<file path="config.mk">
export PLATFORM = sky130hd
export DESIGN_NAME = vga_timing_gen
export DESIGN_NICKNAME = d
export VERILOG_FILES = /design/src/rtl/vga_timing_gen.sv
export SDC_FILE = /design/constraint.sdc
export NUM_CORES = 1
export LEC_CHECK = 0
export ABC_AREA = 1
export BUFFER_PORTS_ARGS = -buffer_cell sky130_fd_sc_hd__buf_2
export CORE_MARGIN = 2
export CORE_UTILIZATION = 40
export CTS_CLUSTER_DIAMETER = 150
export DETAILED_ROUTE_END_ITERATION = 7
export GPL_TIMING_DRIVEN = 0
export PLACE_DENSITY = 0.63
export SLEW_MARGIN = 20
export SYNTH_ARGS = -nofsm -noshare
export SYNTH_HDL_FRONTEND = slang
export SYNTH_SLANG_ARGS = --single-unit
</file>
<file path="constraint.sdc">
create_clock -name Clk -period 4.9 [get_ports Clk]
set_input_delay 0.735 -clock Clk [delete_from_list [all_inputs] [get_ports Clk]]
set_output_delay 0.735 -clock Clk [all_outputs]
set_load 0.03 [all_outputs]
</file>
<file path="src/rtl/vga_timing_gen.sv">
// Raster timing source: pixel strobe, DrawX/DrawY scan counters, VGA sync/blank pins
// and a one-cycle frame_start tick. Default timing is 640x480 @ 60 Hz from a 50 MHz Clk.
module vga_timing_gen #(
    parameter int H_VISIBLE = 640,
    parameter int H_FP      = 16,
    parameter int H_SYNC    = 96,
    parameter int H_BP      = 48,
    parameter int V_VISIBLE = 480,
    parameter int V_FP      = 10,
    parameter int V_SYNC    = 2,
    parameter int V_BP      = 33,
    parameter int CLK_DIV   = 2,
    parameter int SYNC_DLY  = 0
) (
    input  logic       Clk,
    input  logic       Reset_n,
    input  logic       Enable,
    output logic       pix_en,
    output logic [9:0] DrawX,
    output logic [9:0] DrawY,
    output logic       VGA_CLK,
    output logic       VGA_HS,
    output logic       VGA_VS,
    output logic       VGA_BLANK_N,
    output logic       VGA_SYNC_N,
    output logic       frame_start
);

    localparam int H_TOTAL = H_VISIBLE + H_FP + H_SYNC + H_BP;
    localparam int V_TOTAL = V_VISIBLE + V_FP + V_SYNC + V_BP;
    localparam int DIV_W   = $clog2(CLK_DIV);

    localparam logic [DIV_W-1:0] DIV_LAST = DIV_W'(CLK_DIV - 1);
    localparam logic [DIV_W:0]   DIV_HALF = (DIV_W + 1)'(CLK_DIV / 2);

    // All raster compares are done in 11 bits so totals of exactly 1024 cannot overflow.
    localparam logic [10:0] H_LAST = 11'(H_TOTAL - 1);
    localparam logic [10:0] V_LAST = 11'(V_TOTAL - 1);
    localparam logic [10:0] H_VIS  = 11'(H_VISIBLE);
    localparam logic [10:0] V_VIS  = 11'(V_VISIBLE);
    localparam logic [10:0] HS_BEG = 11'(H_VISIBLE + H_FP);
    localparam logic [10:0] HS_END = 11'(H_VISIBLE + H_FP + H_SYNC - 1);
    localparam logic [10:0] VS_BEG = 11'(V_VISIBLE + V_FP);
    localparam logic [10:0] VS_END = 11'(V_VISIBLE + V_FP + V_SYNC - 1);

    // Delay-line word is {hs_n, vs_n, blank_n}; idle means both syncs inactive, blanked.
    localparam logic [2:0] SYNC_IDLE = 3'b110;

    logic [DIV_W-1:0] div;
    logic [DIV_W-1:0] div_nxt;
    logic [9:0]       x_nxt;
    logic [9:0]       y_nxt;
    logic             x_wrap;
    logic             y_wrap;
    logic [2:0]       sync_p [SYNC_DLY+1];

    function automatic logic [2:0] decode(input logic [9:0] x, input logic [9:0] y);
        logic [10:0] xw;
        logic [10:0] yw;
        xw = {1'b0, x};
        yw = {1'b0, y};
        decode = {!((xw >= HS_BEG) && (xw <= HS_END)),
                  !((yw >= VS_BEG) && (yw <= VS_END)),
                  (xw < H_VIS) && (yw < V_VIS)};
    endfunction

    always_comb begin
        pix_en  = Enable && (div == DIV_LAST);
        div_nxt = (div == DIV_LAST) ? '0 : div + DIV_W'(1);
        x_wrap  = ({1'b0, DrawX} == H_LAST);
        y_wrap  = ({1'b0, DrawY} == V_LAST);
        x_nxt   = x_wrap ? 10'd0 : DrawX + 10'd1;
        y_nxt   = DrawY;
        if (x_wrap) begin
            y_nxt = y_wrap ? 10'd0 : DrawY + 10'd1;
        end
    end

    always_ff @(posedge Clk or negedge Reset_n) begin
        if (!Reset_n) begin
            div         <= '0;
            VGA_CLK     <= 1'b0;
            DrawX       <= '0;
            DrawY       <= '0;
            frame_start <= 1'b0;
        end else begin
            frame_start <= pix_en && x_wrap && y_wrap;
            if (Enable) begin
                div     <= div_nxt;
                VGA_CLK <= ({1'b0, div_nxt} >= DIV_HALF);
            end
            if (pix_en) begin
                DrawX <= x_nxt;
                DrawY <= y_nxt;
            end
        end
    end

    // Stage 0 decodes the incoming pixel; stages 1..SYNC_DLY match downstream pixel latency.
    always_ff @(posedge Clk or negedge Reset_n) begin
        if (!Reset_n) begin
            for (int k = 0; k <= SYNC_DLY; k++) begin
                sync_p[k] <= SYNC_IDLE;
            end
        end else if (pix_en) begin
            sync_p[0] <= decode(x_nxt, y_nxt);
            for (int k = 1; k <= SYNC_DLY; k++) begin
                sync_p[k] <= sync_p[k-1];
            end
        end
    end

    assign {VGA_HS, VGA_VS, VGA_BLANK_N} = sync_p[SYNC_DLY];
    assign VGA_SYNC_N = 1'b0;

endmodule
</file>
==> summary.txt, run 1 <==
Yosys
  – Post-synth EDFFs: 0
  – Leading area contributor after synthesis: dfrtp_1
  – Most numerous cell in the Yosys netlist: nand2_1
  – Async set or reset register ratio after synthesis: 1.00
  – Top-area cell type share of the netlist area: 0.337
  – Average size of a mapped cell: 6.86 sq um
  – Synth cell count leaders: 88 x nand2_1, 31 x inv_1, 24 x nor2_1, 23 x dfrtp_1, 19 x nand3_1
  – Synth Flop Type: dfrtp_1
  – Net Count, Synth: 256
  – Mapped Cells: 249
  – Yosys Warn Count: 0
  – Unique masters post-synth: 33
  – Mapped Area: 1710 sq um
  – Register area share after synthesis: 0.367
  – #FFs+latches synth: 25
  – Synth area leaders: dfrtp_1 34%, nand2_1 19%, inv_1 6.8%, nand3_1 5.6%, nor2_1 5.3%

Clock network
  – H-tree depth: 1
  – Post-CTS resize count: 0
  – Cts bufs inserted: 3
  – CTS tree: done
  – Post-CTS Hold Fix Bufs: 0
  – Clock sinks: 25
  – Post-CTS Setup Repair Bufs: 0
  – Clock slew at reported path FFs: 90 ps
  – Clk Tree Root Cell: clkbuf_8
  – Worst-Skew Late Latency: 270 ps
  – CTS max path bufs: 2

Global routing
  – Gr usage total: 0.181
  – Initial antenna violation count: 0
  – Vias in the first global route: 1,507
  – Pin count of the biggest net entering global routing: 26
  – GRT Residual Overflow: 0
  – First-pass GRT wire length: 7130 um

Finish
  – Share of post-route cells with drive strength above 1: 0.199
  – # diodes: 0
  – Design area: 1960 sq um
  – Post-layout util: 0.482
  – Layout net count: 289
  – Layout area overhead: 14.5%

Placement
  – Pre-CTS setup slack: 1980 ps
  – IO Port Bufs: 28
  – Post-DP Area: 1910 sq um
  – Post-DP HPWL: 3000 um
  – GP Congestion: 0.826

STA
  – Endpoints failing setup: 0
  – Tightest Pin Transition: 633 ps
  – Setup WS post-layout: 1940 ps
  – Max Freq: 338 MHz
  – Setup tns final: 0 ps
  – Crit share post-route: 0.604
  – Final Hold Fails: 0
  – Final slew viol count: 0
  – Crit path time final: 2960 ps
  – RSZ-0062 raised after global routing: false
  – Layout Skew: 7.90 ps
  – Rel. slew slack: 0.578

Pwr
  – Internal power: 0.378 mW
  – Comb pwr share: 0.378
  – Lkg Pwr: 1.08 nW
  – Clk network pwr share: 0.180
  – Overall power: 0.685 mW
  – Switch share: 0.447
  – Pwr/cell area: 350 nW/um^2
  – VDD IR max: 211 uV
  – Reg power frac: 0.442
  – P_sw: 0.306 mW

Run status
  – Outcome: completed

Die
  – Full die area: 4810 sq um
  – DIE HEIGHT: 69.4 um
  – Die width: 69.4 um
  – Cell Rows: 23
  – Starting Density: 0.421
  – Core area: 4060 sq um
  – Io pins: 30

Worst setup path
  – CP required: 4160 ps
  – Critical path fanouts, max: 10
  – Cells along the critical path: buf_2 -> nand2_1 -> clkinv_1 -> clkbuf_1 -> buf_2
  – R2R Setup Slk: 3040 ps
  – CP bufs+invs: 4
  – Critical path class: input port to output pin
  – Cell family with most CP delay: buffers and inverters
  – CP max stage delay: 430 ps
  – Startpoint types: input port
  – Worst r2r src: div
  – Worst path arrival time: 2230 ps
  – Slowest-stage cell, CP: clkinv_1
  – RR Endpoint: DrawX[2]
  – Cell mode on critical path: buf_2
  – Reg2reg path depth: 5
  – Crit end category: output pin

Drt
  – Final ANT Viol Nets: 0
  – Routed WL: 4220 um
  – Via count: 1,661
  – Drt pass-1 iters: 4
  – Routed len/inst: 12.7 um
  – DR iter-0 viols: 148
  – DRC: 0
  – Via density per instance: 5.02

Worst hold path
  – Worst min path class: input port to async pin

Job
  – Max Cap Viol: 0
-- worst max path at each step --
| stage | start | to | slack, ps | cells past startpoint |
|---|---|---|---|---|
| final | Enable | pix_en | 1940 | 5 |
| after global routing | Enable | pix_en | 1900 | 5 |
| after CTS | Enable | pix_en | 1980 | 5 |
| after detailed placement | Enable | pix_en | 1980 | 5 |
| after global placement | Enable | pix_en | 1980 | 5 |
| after floorplan | Enable | pix_en | 2650 | 3 |
-- metal layers --
layer / track usage / up-vias / part of all wire
li1: - / 844 / -
met1: 0.259 / 784 / 0.49
met2: 0.291 / 29 / 0.47
met3: 0.0203 / 4 / 0.032
met4: 0.0501 / 0 / 0.0073
met5: 0 / - / 0
-- final cells by class --
| cell class | count | area [sq um] |
|---|---|---|
| Sequential cell | 25 | 628 |
| Inverter | 33 | 124 |
| Tap cell | 50 | 62.6 |
| Buffer | 6 | 35.0 |
| Multi-Input combinational cell | 185 | 922 |
| Fill cell | 434 | 2100 |
| Clock buffer | 4 | 45.0 |
| Timing Repair Buffer | 28 | 140 |
-- flip-flops by register name (all words and copies together), names as in the netlist --
name and flops:
div 1, DrawY 10, DrawX 10, frame_start 1, sync_p 3
-- placed cells by master, fill, tap and decap left out, types with 2 or more instances in the layout --
cell type / Yosys / routed
buf_2: 1 / 29
nor2_1: 24 / 24
inv_1: 31 / 31
a21oi_1: 5 / 5
ha_1: 4 / 4
clkbuf_8: 0 / 3
nand2_1: 88 / 88
nand2_2: 5 / 5
dfstp_2: 2 / 2
nor2_4: 3 / 3
nand3_2: 2 / 2
nor2_2: 3 / 3
nand3_1: 19 / 19
clkbuf_1: 3 / 4
dfrtp_1: 23 / 23
nand4_1: 3 / 3
o21ai_0: 16 / 16
-- cell families (layout without fill, tap and decap cells) --
| logic type | Yosys count | count (layout) | synth area share |
|---|---|---|---|
| flip-flops | 25 | 25 | 0.367 |
| AO/OA/AOI/OAI | 25 | 25 | 0.0783 |
| XOR/XNOR | 1 | 1 | 0.00952 |
| adder cells (fa/ha/maj) | 4 | 4 | 0.0293 |
| other | 1 | 1 | 0.00219 |
| AND/OR/NAND/NOR | 154 | 154 | 0.420 |
| buffers and inverters | 39 | 71 | 0.0930 |
-- power groups by stage --
stage                     clock (mW)  sequential, mW  combinational [mW]
final                          0.123           0.303               0.259
after global routing           0.136           0.313               0.284
after CTS                      0.129           0.303               0.260
after detailed placement           0           0.306               0.260
after global placement             0           0.306               0.257
after floorplan                    0           0.375               0.113
-- through the flow --
stage | std cells | hold WS (ps)
global route | 331 | 502
floorplan | 249 | 439
finish | 331 | 456
CTS | 331 | 478
detailed placement | 327 | 477
global placement | 327 | 468
No activity file was read; power rests on OpenSTA's default activity.
==> run 2: changes to the inputs <==
--- a/config.mk
+++ b/config.mk
@@ -12,7 +12,7 @@
 export CTS_CLUSTER_DIAMETER = 150
 export DETAILED_ROUTE_END_ITERATION = 7
 export GPL_TIMING_DRIVEN = 0
-export PLACE_DENSITY = 0.63
+export PLACE_DENSITY = 0.66
 export SLEW_MARGIN = 20
 export SYNTH_ARGS = -nofsm -noshare
 export SYNTH_HDL_FRONTEND = slang
==> constraint.sdc (replaced) <==
create_clock -name Clk -period 2.4 [get_ports Clk]
set_input_delay 0.36 -clock Clk [delete_from_list [all_inputs] [get_ports Clk]]
set_output_delay 0.36 -clock Clk [all_outputs]
set_load 0.03 [all_outputs]
==> summary.txt, run 2 (same netlist as run 1, synthesis figures left out) <==
Run status
  – Outcome: completed

Job
  – Max Cap Viol: 0

STA
  – Max Freq: 484 MHz
  – Rel. slew slack: 0.619
  – Final Hold Fails: 0
  – Final slew viol count: 0
  – Hold WS: 64.1 ps
  – Setup WS post-layout: 334 ps
  – Setup tns final: 0 ps
  – Tightest Pin Transition: 572 ps
  – Layout Skew: 11.3 ps
  – RSZ-0062 raised after global routing: false
  – Crit share post-route: 0.861
  – Crit path time final: 2070 ps
  – Endpoints failing setup: 0

Finish
  – Layout net count: 288
  – Commonest cells after routing, fill and taps aside: 88 x nand2_1, 31 x inv_1, 29 x buf_2
  – Share of post-route cells with drive strength above 1: 0.204
  – # diodes: 0
  – Area occupied by multi-input gates: 922 sq um
  – Sequential cell area: 628 sq um
  – Layout area overhead: 14.5%
  – Top Registers: DrawX: 10 flops, DrawY: 10 flops, sync_p: 3 flops
  – Fill count: 429
  – Leading cell type in the layout, fill and taps excluded: nand2_1

Drt
  – Routed len/inst: 12.3 um
  – Routed WL: 4040 um
  – Via count: 1,663
  – DR iter-0 viols: 110
  – Drt pass-1 iters: 4
  – DRC: 0
  – Final ANT Viol Nets: 0
  – Via density per instance: 5.04

Pwr
  – Lkg Pwr: 1.07 nW
  – Pwr/cell area: 719 nW/um^2
  – VDD IR max: 429 uV

Worst setup path
  – Cells along the critical path: nand2_1 -> clkinvlp_4 -> buf_2
  – CP max stage delay: 420 ps
  – Worst path arrival time: 1710 ps
  – Crit end category: output pin
  – Slowest-stage cell, CP: clkinvlp_4
  – CP required: 2040 ps
  – Critical path class: flop to output pin
  – Critical path fanouts, max: 19
  – Startpoint types: flop

Global routing
  – Pin count of the biggest net entering global routing: 26
  – Gr usage total: 0.185
  – GRT Residual Overflow: 0
  – Initial antenna violation count: 0
  – First-pass GRT wire length: 7320 um
  – Vias in the first global route: 1,591

Placement
  – Post-DP HPWL: 2990 um
  – GP Congestion: 0.793
  – Pre-CTS setup slack: 263 ps
  – IO Port Bufs: 28

Die
  – Die width: 69.4 um
  – Cell Rows: 23
  – Starting Density: 0.421
  – Full die area: 4810 sq um
  – DIE HEIGHT: 69.4 um
  – Io pins: 30
  – Core area: 4060 sq um

Worst hold path
  – Worst min path class: input port to async pin

Clock network
  – Worst-Skew Late Latency: 280 ps
  – Clk Tree Root Cell: clkbuf_8
  – Post-CTS Hold Fix Bufs: 0
  – Clock slew at reported path FFs: 100 ps
  – H-tree depth: 1
  – CTS tree: done
  – Cts bufs inserted: 3
  – Post-CTS Setup Repair Bufs: 0
  – Clock sinks: 25
  – CTS max path bufs: 2
[run 2: cell count changes in the layout (fill, tap and decap cells not counted), sizes merged]
| cell | change |
|---|---|
| clkbuf | -1 |
| clkinv | -1 |
| clkinvlp | +1 |
[run 2: area by class of cell]
type	instances	share of cell area
repair buffers	28	0.0716
flip-flops and latches	25	0.321
clock buffers	4	0.0230
inverters	33	0.0652
plain buffers	5	0.0160
multi-input cells	185	0.471
well taps	50	0.0320
[run 2: worst paths after layout]
check / startpoint / end / slack, ps / cells past startpoint
setup reg to reg: DrawX[0] / sync_p[0] / 560 / 10
min in group Clk: Enable / div / 330 / 3
setup / recovery: div / pix_en / 330 / 3
max in group asynchronous: Reset_n / sync_p[2] / 1950 / 1
hold reg to reg: sync_p[0] / sync_p[0] / 490 / 2
hold / removal: Reset_n / DrawY[6] / 60 / 1
[run 2: what timing repair did]
item                                    in CTS  in global routing
endpoints found under the hold margin        0                  0
gates resized for setup                      0                  1
endpoints found under the setup margin       0                  1
[run 2: critical path, delay by kind of cell, from the launching register on]
family                 cells  cell delay [ps]
buffers and inverters      2              720
and+or+nand+nor            1              320
DFF                        1              400
[run 2: through the flow]
stage | util | total power [mW] | std cells | instance area (sq um)
finish | 0.482 | 1.41 | 330 | 1960
global route | 0.482 | 1.52 | 330 | 1960
CTS | 0.482 | 1.43 | 331 | 1960
detailed placement | 0.471 | 1.16 | 327 | 1910
global placement | 0.471 | 1.15 | 327 | 1910
floorplan | - | 0.997 | 249 | 1710
[run 2: report_power, final]
part,leakage [nW],internal (mW),switching [mW]
Clock,0.0228,0.119,0.145
Combinational,0.732,0.153,0.370
Sequential,0.320,0.501,0.119
Total,1.07,0.773,0.634
[run 2: layer usage]
layer	share of wire	GRT usage
met1	0.47	0.243
met2	0.47	0.310
met3	0.041	0.0349
met4	0.020	0.0545
met5	0	0
==> run 3: changes to the inputs <==
--- a/config.mk
+++ b/config.mk
@@ -7,12 +7,11 @@
 export LEC_CHECK = 0
 export ABC_AREA = 1
 export BUFFER_PORTS_ARGS = -buffer_cell sky130_fd_sc_hd__buf_2
-export CORE_MARGIN = 2
-export CORE_UTILIZATION = 40
+export CORE_UTILIZATION = 50
 export CTS_CLUSTER_DIAMETER = 150
 export DETAILED_ROUTE_END_ITERATION = 7
 export GPL_TIMING_DRIVEN = 0
-export PLACE_DENSITY = 0.66
+export PLACE_DENSITY = 0.78
 export SLEW_MARGIN = 20
 export SYNTH_ARGS = -nofsm -noshare
 export SYNTH_HDL_FRONTEND = slang
==> summary.txt, run 3 (same netlist as run 1, synthesis figures left out) <==
Finish
  – Commonest cells after routing, fill and taps aside: 88 x nand2_1, 31 x inv_1, 29 x buf_2
  – Top Registers: DrawX: 10 flops, DrawY: 10 flops, sync_p: 3 flops
  – Leading cell type in the layout, fill and taps excluded: nand2_1
  – Share of post-route cells with drive strength above 1: 0.203
  – Layout area overhead: 13.0%
  – Fill count: 325
  – Non-filler cells, final: 325
  – # diodes: 0
  – Layout net count: 289

Clock network
  – CTS tree: done
  – Post-CTS Hold Fix Bufs: 0
  – Post-CTS Setup Repair Bufs: 0
  – Post-CTS resize count: 1
  – Clk Tree Root Cell: clkbuf_4
  – H-tree depth: 1
  – Clock sinks: 25
  – CTS max path bufs: 2
  – Clock slew at reported path FFs: 140 ps
  – Worst-Skew Late Latency: 320 ps
  – Cts bufs inserted: 3

Worst setup path
  – Startpoint types: flop
  – CP bufs+invs: 3
  – Critical path class: flop to output pin
  – Cells along the critical path: nand2_1 -> clkinv_2 -> clkbuf_1 -> buf_2
  – Worst path arrival time: 1920 ps
  – Slowest-stage cell, CP: clkbuf_1
  – CP required: 2040 ps
  – Crit end category: output pin
  – CP max stage delay: 450 ps
  – Cell family with most CP delay: buffers and inverters
  – Critical path fanouts, max: 10

Die
  – Io pins: 30
  – DIE HEIGHT: 60.5 um
  – Cell Rows: 20
  – Starting Density: 0.542
  – Core area: 3150 sq um
  – Full die area: 3660 sq um
  – Die width: 60.5 um

Pwr
  – VDD IR max: 398 uV
  – Pwr/cell area: 689 nW/um^2
  – Lkg Pwr: 1.07 nW

Drt
  – Routed WL: 3720 um
  – Drt pass-1 iters: 4
  – DRC: 0
  – Via density per instance: 5.01
  – Routed len/inst: 11.5 um
  – Final ANT Viol Nets: 0
  – Via count: 1,627
  – DR iter-0 viols: 66

Global routing
  – Initial antenna violation count: 0
  – GRT Residual Overflow: 0
  – Gr usage total: 0.228
  – Pin count of the biggest net entering global routing: 26
  – First-pass GRT wire length: 6230 um
  – Vias in the first global route: 1,361

STA
  – Final Hold Fails: 0
  – Max Freq: 439 MHz
  – Rel. slew slack: 0.626
  – Layout Skew: 9.91 ps
  – Endpoints failing setup: 0
  – RSZ-0062 raised after global routing: false
  – Crit path time final: 2280 ps
  – Crit share post-route: 0.949
  – Final slew viol count: 0
  – Tightest Pin Transition: 560 ps
  – Setup tns final: 0 ps

Placement
  – Post-DP HPWL: 2790 um
  – Placed insts: 321
  – IO Port Bufs: 28
  – GP Congestion: 0.856

Worst hold path
  – Worst min path class: input port to async pin

Run status
  – Outcome: completed

Job
  – Max Cap Viol: 0
## run 3: cell types whose count changed in the layout (fill, tap and decap cells not counted)
cell        delta
clkbuf_4       +3
clkinvlp_4     -1
clkbuf_1       +1
clkbuf_8       -3
clkinv_2       +1
## run 3: layout make-up
type,count,area (sq um),area share
buffer,6,35.0,0.0181
clock buffer,4,26.3,0.0136
inverter,33,125,0.0648
multi-input combinational,185,922,0.477
sequential,25,628,0.325
tap,44,55.1,0.0285
timing repair buffer,28,140,0.0725
## run 3: path summary, 6_finish.rpt
check,startpoint,end,slack [ps],cells after the start
max,div,pix_en,120,4
min,Reset_n,DrawY[3],10,1
max reg2reg,DrawX[1],sync_p[0],570,10
min reg2reg,sync_p[2],sync_p[2],510,2
max in group asynchronous,Reset_n,sync_p[1],2010,1
min in group Clk,Enable,div,290,3
## run 3: power breakdown
| part | internal (mW) | switching [mW] | leakage [nW] | total [mW] |
|---|---|---|---|---|
| clock | 0.0650 | 0.122 | 0.0150 | 0.187 |
| sequential | 0.501 | 0.115 | 0.320 | 0.616 |
| combinational | 0.153 | 0.375 | 0.738 | 0.529 |
## run 3: metrics by stage
stage | power (mW) | hold slack, ps | setup WS [ps] | util | cell area [sq um]
global route | 1.43 | 39.4 | 1.90 | 0.613 | 1930
CTS | 1.35 | 24.0 | 97.4 | 0.613 | 1930
global placement | 1.14 | 388 | 312 | 0.604 | 1900
floorplan | 0.997 | 64.4 | 612 | - | 1710
finish | 1.33 | 14.6 | 123 | 0.613 | 1930
detailed placement | 1.16 | 390 | 279 | 0.604 | 1900
## run 3: layer usage
layer,part of all wire,track usage
met5,0,0
met2,0.48,0.372
met1,0.46,0.324
met3,0.059,0.0426
met4,0.0051,0.0325
